### config.mk
export PLATFORM = sky130hd
export DESIGN_NAME = segment_transition_ctl
export DESIGN_NICKNAME = d
export VERILOG_FILES = /design/src/rtl/segment_transition_ctl.sv
export SDC_FILE = /design/constraint.sdc
export NUM_CORES = 1
export LEC_CHECK = 0
export ABC_AREA = 1
export BUFFER_PORTS_ARGS = -buffer_cell sky130_fd_sc_hd__buf_4
export CAP_MARGIN = 15
export CORE_AREA = 2 2 95 97
export DETAILED_ROUTE_END_ITERATION = 12
export DIE_AREA = 0 0 97 99
export PLACE_DENSITY_LB_ADDON = 0.1
export SLEW_MARGIN = 25
export SYNTH_ARGS = -nofsm -noshare
export SYNTH_HDL_FRONTEND = slang
export SYNTH_SLANG_ARGS = --single-unit
### constraint.sdc
create_clock -name CLK -period 5.15 [get_ports CLK]
set_clock_uncertainty 0.05 [all_clocks]
set_input_delay 0.515 -clock CLK [delete_from_list [all_inputs] [get_ports CLK]]
set_output_delay 0.515 -clock CLK [all_outputs]
set_load 0.01 [all_outputs]
### src/rtl/segment_transition_ctl.sv
// Read-segment switch scheduler for one double-buffered playback engine.
// Arms a transition on UPDATE_SETTINGS and flips SEGMENT when the selected condition hits.
module segment_transition_ctl #(
   parameter int unsigned SysTimeWidth = 64,
   parameter int unsigned NumGpio      = 4
) (
   input  logic                    CLK,
   input  logic                    RST,
   input  logic                    UPDATE_SETTINGS,
   input  logic                    REQ_RD_SEGMENT,
   input  logic [7:0]              TRANSITION_MODE,
   input  logic [63:0]             TRANSITION_VALUE,
   input  logic [SysTimeWidth-1:0] SYS_TIME,
   input  logic                    LOOP_END,
   input  logic [NumGpio-1:0]      GPIO_IN,
   output logic                    SEGMENT,
   output logic                    SEGMENT_SWAP,
   output logic                    PENDING,
   output logic                    LATE
);

   localparam logic [7:0] ModeSyncIdx = 8'h00;
   localparam logic [7:0] ModeSysTime = 8'h01;
   localparam logic [7:0] ModeGpio    = 8'h02;
   localparam logic [7:0] ModeExt     = 8'hF0;

   typedef enum logic [2:0] {
      StIdle,
      StWaitIdx,
      StWaitTime,
      StWaitGpio,
      StExt
   } state_e;

   state_e                  state_q, state_d;
   logic                    segment_q, segment_d;
   logic                    swap_q, swap_d;
   logic                    pending_q, pending_d;
   logic                    late_q, late_d;
   logic                    req_q, req_d;
   logic [SysTimeWidth-1:0] value_q, value_d;
   logic                    first_q, first_d;
   logic                    edge_q, edge_d;
   logic                    gpio_cur;
   logic                    gpio_new;
   logic                    hit;

   // Pin select for the armed request and for the one being latched this cycle.
   always_comb begin
      gpio_cur = 1'b0;
      gpio_new = 1'b0;
      for (int i = 0; i < int'(NumGpio); i++) begin
         if (value_q[1:0] == i[1:0]) gpio_cur = GPIO_IN[i];
         if (TRANSITION_VALUE[1:0] == i[1:0]) gpio_new = GPIO_IN[i];
      end
   end

   always_ff @(posedge CLK or posedge RST) begin
      if (RST) begin
         state_q   <= StIdle;
         segment_q <= 1'b0;
         swap_q    <= 1'b0;
         pending_q <= 1'b0;
         late_q    <= 1'b0;
         req_q     <= 1'b0;
         value_q   <= '0;
         first_q   <= 1'b0;
         edge_q    <= 1'b0;
      end else begin
         state_q   <= state_d;
         segment_q <= segment_d;
         swap_q    <= swap_d;
         pending_q <= pending_d;
         late_q    <= late_d;
         req_q     <= req_d;
         value_q   <= value_d;
         first_q   <= first_d;
         edge_q    <= edge_d;
      end
   end

   always_comb begin
      state_d   = state_q;
      segment_d = segment_q;
      swap_d    = 1'b0;
      pending_d = pending_q;
      late_d    = late_q;
      req_d     = req_q;
      value_d   = value_q;
      first_d   = 1'b0;
      edge_d    = gpio_cur;
      hit       = 1'b0;

      if (UPDATE_SETTINGS) begin
         // A new request always discards the armed one, even on its hit cycle.
         req_d     = REQ_RD_SEGMENT;
         value_d   = TRANSITION_VALUE[SysTimeWidth-1:0];
         late_d    = 1'b0;
         edge_d    = gpio_new;
         pending_d = 1'b0;
         state_d   = StIdle;
         case (TRANSITION_MODE)
            ModeSyncIdx: begin
               if (REQ_RD_SEGMENT != segment_q) begin
                  state_d   = StWaitIdx;
                  pending_d = 1'b1;
               end
            end
            ModeSysTime: begin
               if (REQ_RD_SEGMENT != segment_q) begin
                  state_d   = StWaitTime;
                  pending_d = 1'b1;
                  first_d   = 1'b1;
               end
            end
            ModeGpio: begin
               if (REQ_RD_SEGMENT != segment_q) begin
                  state_d   = StWaitGpio;
                  pending_d = 1'b1;
               end
            end
            ModeExt: begin
               state_d = StExt;
               if (REQ_RD_SEGMENT != segment_q) begin
                  segment_d = REQ_RD_SEGMENT;
                  swap_d    = 1'b1;
               end
            end
            default: begin
               if (REQ_RD_SEGMENT != segment_q) begin
                  segment_d = REQ_RD_SEGMENT;
                  swap_d    = 1'b1;
               end
            end
         endcase
      end else begin
         unique case (state_q)
            StIdle:     ;
            StWaitIdx:  hit = LOOP_END;
            StWaitTime: begin
               if (SYS_TIME >= value_q) begin
                  hit    = 1'b1;
                  late_d = first_q;
               end
            end
            StWaitGpio: hit = gpio_cur & ~edge_q;
            StExt: begin
               if (LOOP_END) begin
                  segment_d = ~segment_q;
                  swap_d    = 1'b1;
               end
            end
            default:    state_d = StIdle;
         endcase
         if (hit) begin
            segment_d = req_q;
            swap_d    = 1'b1;
            pending_d = 1'b0;
            state_d   = StIdle;
         end
      end
   end

   assign SEGMENT      = segment_q;
   assign SEGMENT_SWAP = swap_q;
   assign PENDING      = pending_q;
   assign LATE         = late_q;

endmodule

== After elaboration in Yosys (flattened, before gate mapping) ==
Index checks and enable logic that the tools add are counted.
W data, S select, Z words.

* Output and inout port bits: 4
* Input bits: 145
* Memories kept: 0
* Logic and storage cells: 82
* Memory bits (writable): 0
* Register bits after elaboration: 74
* Latch bits: 0
* ROM bits: 0

* Magnitude comparators: 1
* Bitwise operators: 3
* Divide/modulo/power cells: 0
* Multiplexer cells: 39
* Add/subtract/negate cells: 0
* Reductions and logical operators: 13
* Shift-type cells: 0
* Multipliers: 0
* Eq/ne operators: 17

{| class="wikitable"
|+ Operators by type and width
! cell !! number
|-
| $ge A64 B64 Y1 || 1
|-
| $mux W1 || 32
|-
| $pmux W3 S4 || 1
|-
| $mux W3 || 3
|-
| $eq A2 B2 Y1 const B || 4
|-
| $eq A8 B1 Y1 const B || 1
|-
| $eq A8 B2 Y1 const B || 1
|-
| $eq A8 B8 Y1 const B || 1
|-
| $logic_not A8 Y1 || 1
|-
| $eq A3 B2 Y1 const B || 2
|-
| $reduce_bool A2 Y1 || 3
|-
| $reduce_bool A3 Y1 || 2
|-
| $reduce_or A5 Y1 || 1
|-
| $eq A2 B1 Y1 const B || 2
|-
| $logic_not A2 Y1 || 2
|-
| $mux W2 || 2
|-
| $reduce_and A4 Y1 || 1
|-
| $eq A3 B1 Y1 const B || 1
|-
| $eq A3 B3 Y1 const B || 1
|-
| $logic_not A3 Y1 || 1
|-
| $ne A3 B1 Y1 const B || 1
|-
| $pmux W1 S3 || 1
|-
| $reduce_or A3 Y1 || 1
|-
| $ne A2 B1 Y1 const B || 1
|-
| 5 further kinds || 6
|}

== Longest topological paths before layout ==
* Depth in word-level cells: 10
* Mapped depth: 22
* Gate-level depth less buffers: 22

== Worst setup path after synthesis ==
Ideal clock, no wire load.

* Path type: input to register
* From: in SYS_TIME[15]
* To: reg segment_q (netlist: SEGMENT)
* Arrival: 1.845 ns
* Stages on the path: 16
* Slack: 3.138 ns
* Required time: 4.983 ns
* Cells stage by stage: ha_1 > a21o_1 > nor2_1 > nand2_1 > nor2_1 > nand2_1 > nand2_1 > nand2_1 > nand2_1 > nand2_2 > nand2_4 > nand2_1 > o21ai_2 > nand2_2 > nand2_1 > nand2_1

* Longest elaborated chain between the ends: 6
* Elaborated cells on any way between the ends: 9
* Those cells by class: 1 x order compare; 5 x mux; 3 x reduce/logical

{| class="wikitable"
|+ Ends and longest elaborated chain
! item !! line !! RTL
|-
| start, declared || 13 || <nowiki>input logic [SysTimeWidth-1:0] SYS_TIME,</nowiki>
|-
| $ge A64 B64 Y1 * || 141 || <nowiki>if (SYS_TIME >= value_q) begin</nowiki>
|-
| $mux W1 * || 141 ||
|-
| $pmux W1 S3 * || 137 || <nowiki>unique case (state_q)</nowiki>
|-
| $mux W1 * || 94 || <nowiki>if (UPDATE_SETTINGS) begin</nowiki>
|-
| $reduce_bool A3 Y1 (no line) / $mux W1 (equally long branches) || -- ||
|-
| $reduce_and A4 Y1 (no line) / $mux W1 (equally long branches) || -- ||
|-
| end signal, assigned || 71 || <nowiki>segment_q <= segment_d;</nowiki>
|-
| end, declared || 36 || <nowiki>logic segment_q, segment_d;</nowiki>
|}

Every way passes the cells marked *; elsewhere a longest branch is shown, timed or not. The select of a mux whose other input is x is not followed.
A chain may end at the register's enable or synchronous reset.

== Worst setup path in the final report ==
* From: reg value_q[1]
* To: reg segment_q (netlist: SEGMENT)

* Longest elaborated chain between the ends: 10
* Elaborated cells on any way between the ends: 18
* Those cells by class: 1 x order compare; 3 x eq/ne; 9 x mux; 1 x bitwise; 4 x reduce/logical

{| class="wikitable"
|+ Ends and longest elaborated chain
! item !! line !! RTL
|-
| start, declared || 41 || <nowiki>logic [SysTimeWidth-1:0] value_q, value_d;</nowiki>
|-
| start signal, assigned || 76 || <nowiki>value_q <= value_d;</nowiki>
|-
| parallel branches: the longest is 6 deep, another holds $ge A64 B64 Y1 || -- ||
|-
| $pmux W1 S3 * || 137 ||
|-
| $mux W1 * || 94 ||
|-
| $reduce_bool A3 Y1 (no line) / $mux W1 (equally long branches) || -- ||
|-
| $reduce_and A4 Y1 (no line) / $mux W1 (equally long branches) || -- ||
|}

Mark *: on every way between the ends. The select of a mux whose other input is x is not followed.

==> flow_summary_export.csv <==
group,metric,value,unit
run_status,status,"finished, final reports clean",
worst_setup_path,reg2reg_from,"value_q[1]",
power,power_frac_seq,42.4,%
placed_design,hpwl,8.13,mm
placed_design,placed_cell_area,5770,um^2
cells_and_area,instances_no_fill,829,
power,p_clk_share,33.2,%
worst_setup_path,path_class,"reg2reg",
clocking,root_buffer,"clkbuf_8",
timing,hold_violations,0,
cells_and_area,drive_gt1_share,25.2,%
synth,synth_flop_cell,"dfrtp_1",
synth,netlist_area,4570,um^2
clocking,cts_buffers,9,
global_route,grt.met2_usage,41.0,%
worst_setup_path,worst_ep_arrival_time,2.27,ns
global_route,grt_pass1_wl,18.0,mm
worst_setup_path,worstPathRequired,5.33,ns
floorplanning,io-pin-count,149,
global_route,grtUsageMet3,5.04,%
placed_design,place_ws,2.81,ns
clocking,clock_latency,0.35,ns
clocking,htreeDepth,3,
worst_setup_path,cp-start-kind,"flop",
timing,finalCriticalPeriod,2.08,ns
synth,ys_seq_area_share,40.5,%
power,power_density,257,nW/um^2
timing,rsz0062_at_grt,"false",
worst_setup_path,end_kind,"flop",
clocking,cts_buffer_depth,2,
placed_design,dp.cells,813,
synth,synthDominantCellAreaShare,40.5,%
synth,synth_cells,569,
cells_and_area,regMostFlops,"value_q",
global_route,grt_max_degree,75,
placed_design,gp_congestion,0.860,
detailed_routing,wl_per_cell,12.6,um
cells_and_area,fin_nets,925,
timing,fin_ws,3.07,ns
clocking,clkSinkCount,74,
worst_setup_path,ff2ff_path_depth,20,
detailed_routing,drt-total-wl,10.4,mm
detailed_routing,vias,4122,
min_path,hold_class,"in2async",
clocking,cts_resized,0,
global_route,grtUsageMet1,27.0,%
global_route,grt_pass1_vias,4291,
global_route,antenna_found_initial,0,
worst_setup_path,slowest_stage,"dfrtp_1",
clocking,post_cts_buffers,0,
power,p_comb_share,24.3,%
floorplanning,die_y,99,um
clocking,path_clk_slew,0.08,ns
timing,max_slew.worst_pin.slew,0.684,ns
job,cap_violations,0,
timing,post-route-period-util,40.4,%
timing,setup_violations,0,
cells_and_area,nFillCells,733,
cells_and_area,area.growth.synth_to_final,31.5,%
synth,yosysMostFrequentCell,"nand2_1",
global_route,grt_overflow,0,
power,p_leak,3.31,nW
clocking,tritoncts,"built",
floorplanning,row_count,34,
floorplanning,start_util,53.4,%
synth,synth_cell_types,35,
floorplanning,die_w,97,um
floorplanning,die_area,9600,um^2
cells_and_area,fin_util,70.2,%
synth,yosysWarnings,0,
detailed_routing,drt_iter0_drc,120,
detailed_routing,vias_per_cell,4.97,
detailed_routing,postRouteAntennaNets,0,
synth,synth_common_cells,"150 x nand2_1, 91 x inv_1, 74 x dfrtp_1",
power,ir_drop,0.149,mV
synth,synth-edff-count,0,
worst_setup_path,crit_chain,"inv_1, ha_1, nand2_1, nand2_1, nand2_1, nand2_1, nand2_1, nand2_1, nand2_1, nand2_1, nand2_1, nand2_1, nand2_1, nand2_2, nand2_4, nand2_1, o21ai_2, nand2_2, nand2_1, nand2_1",
power,internal_power,1.10,mW
power,design_power_total,1.54,mW
cells_and_area,stdcell_area,6000,um^2
cells_and_area,antenna_cells,0,
cells_and_area,reg_top3,"value_q x64, state_q x3",
timing,slew_headroom,54.4,%
synth,synthTopCellsByArea,"dfrtp_1 41%, ha_1 18%, nand2_1 12%",
timing,drv_slew,0,
timing,max_clock_freq,481,MHz
worst_setup_path,r2r_slack,3.07,ns
synth,ys_ff_latch,74,
clocking,cts_hold_buf,0,
worst_setup_path,critPathMostFrequentCell,"nand2_1",
placed_design,port_buffers,148,
synth,async_flop_share,100,%
power,switching_share,28.6,%
global_route,groute.usage.overall,22.9,%
detailed_routing,drc,0,
power,netSwitchingPower,0.440,mW
worst_setup_path,max_stage_delay,0.38,ns
timing,setup_tns,0,ns
floorplanning,core_area,8550,um^2
timing,hold_slack,0.284,ns
cells_and_area,largest_reg_flops,64,
synth,synthDominantAreaCellType,"dfrtp_1",
synth,syn-num-nets,778,
synth,synth_area_per_cell,8.03,um^2
worst_setup_path,path_max_fanout,4,
worst_setup_path,r2r-end,"SEGMENT",
global_route,top_usage_layer,"met2",
detailed_routing,drtPass1Iterations,4,
## power groups by stage
stage	registers (mW)	logic (mW)	clock network, mW
floorplan	0.662	0.220	0
global placement	0.664	0.361	0
detailed placement	0.665	0.377	0
CTS	0.654	0.379	0.525
global route	0.659	0.436	0.547
finish	0.654	0.375	0.512
## per-layer routing
metal	share of wire [%]	vias to the layer above
met1	42	1870
met2	51	111
met4	1.7	0
met5	0	-
li1	-	2124
met3	5.9	17
## how the worst max path moves through the flow
stage / endpoint / from / slack [ns] / depth (start not counted)
3_3_place_gp: SEGMENT / SYS_TIME[7] / 2.86 / 17
2_1_floorplan: LATE / RST / 2.70 / 1
3_5_place_dp: SEGMENT / SYS_TIME[7] / 2.81 / 17
6_report: SEGMENT / value_q[1] / 3.07 / 20
5_1_grt: SEGMENT / value_q[5] / 2.79 / 18
4_1_cts: SEGMENT / value_q[5] / 3.05 / 18
## critical path: cells and delay by family (launching register included)
family	cells	cell delay (ns)
compound gates	1	0.14
buf+inv	1	0.09
fa+ha+maj	1	0.29
simple gates	17	1.03
flops	1	0.38
## cell type report
class	instances	area, um^2	share of cell area (%)
Timing Repair Buffer	150	1130	18.8
Multi-Input combinational cell	388	2310	38.5
Inverter	93	349	5.81
Sequential cell	74	1850	30.8
Clock inverter	6	90.1	1.50
Tap cell	108	135	2.25
Clock buffer	10	138	2.29
## logic make-up (layout without fill, tap and decap cells)
kind of cell | Yosys count | after routing | synth area share, %
and+or+nand+nor | 207 | 207 | 19.1
AOI/OAI and AO/OA | 116 | 116 | 13.8
buffers and inverters | 107 | 259 | 8.85
DFF | 74 | 74 | 40.5
adders and majority gates | 64 | 64 | 17.5
xor gates and xnor gates | 1 | 1 | 0.192
## cell usage in the layout (no fill, tap or decap), types with 2 or more instances in the layout
cell type,netlist,routed
nor3_1,4,4
dfrtp_1,74,74
nand2_2,4,4
ha_1,64,64
buf_4,0,149
o21ai_1,3,3
inv_1,91,90
nand2_1,150,150
o21a_1,3,3
a21oi_1,29,29
nand4_2,2,2
nand4_1,5,5
o21ai_0,70,70
nand3_1,10,10
clkbuf_8,0,10
o211ai_1,2,2
bufinv_16,0,2
clkinv_4,0,2
nor2_1,25,25
a21o_1,3,3
inv_2,1,2
Note: power is estimated with default switching activity, not from simulation.
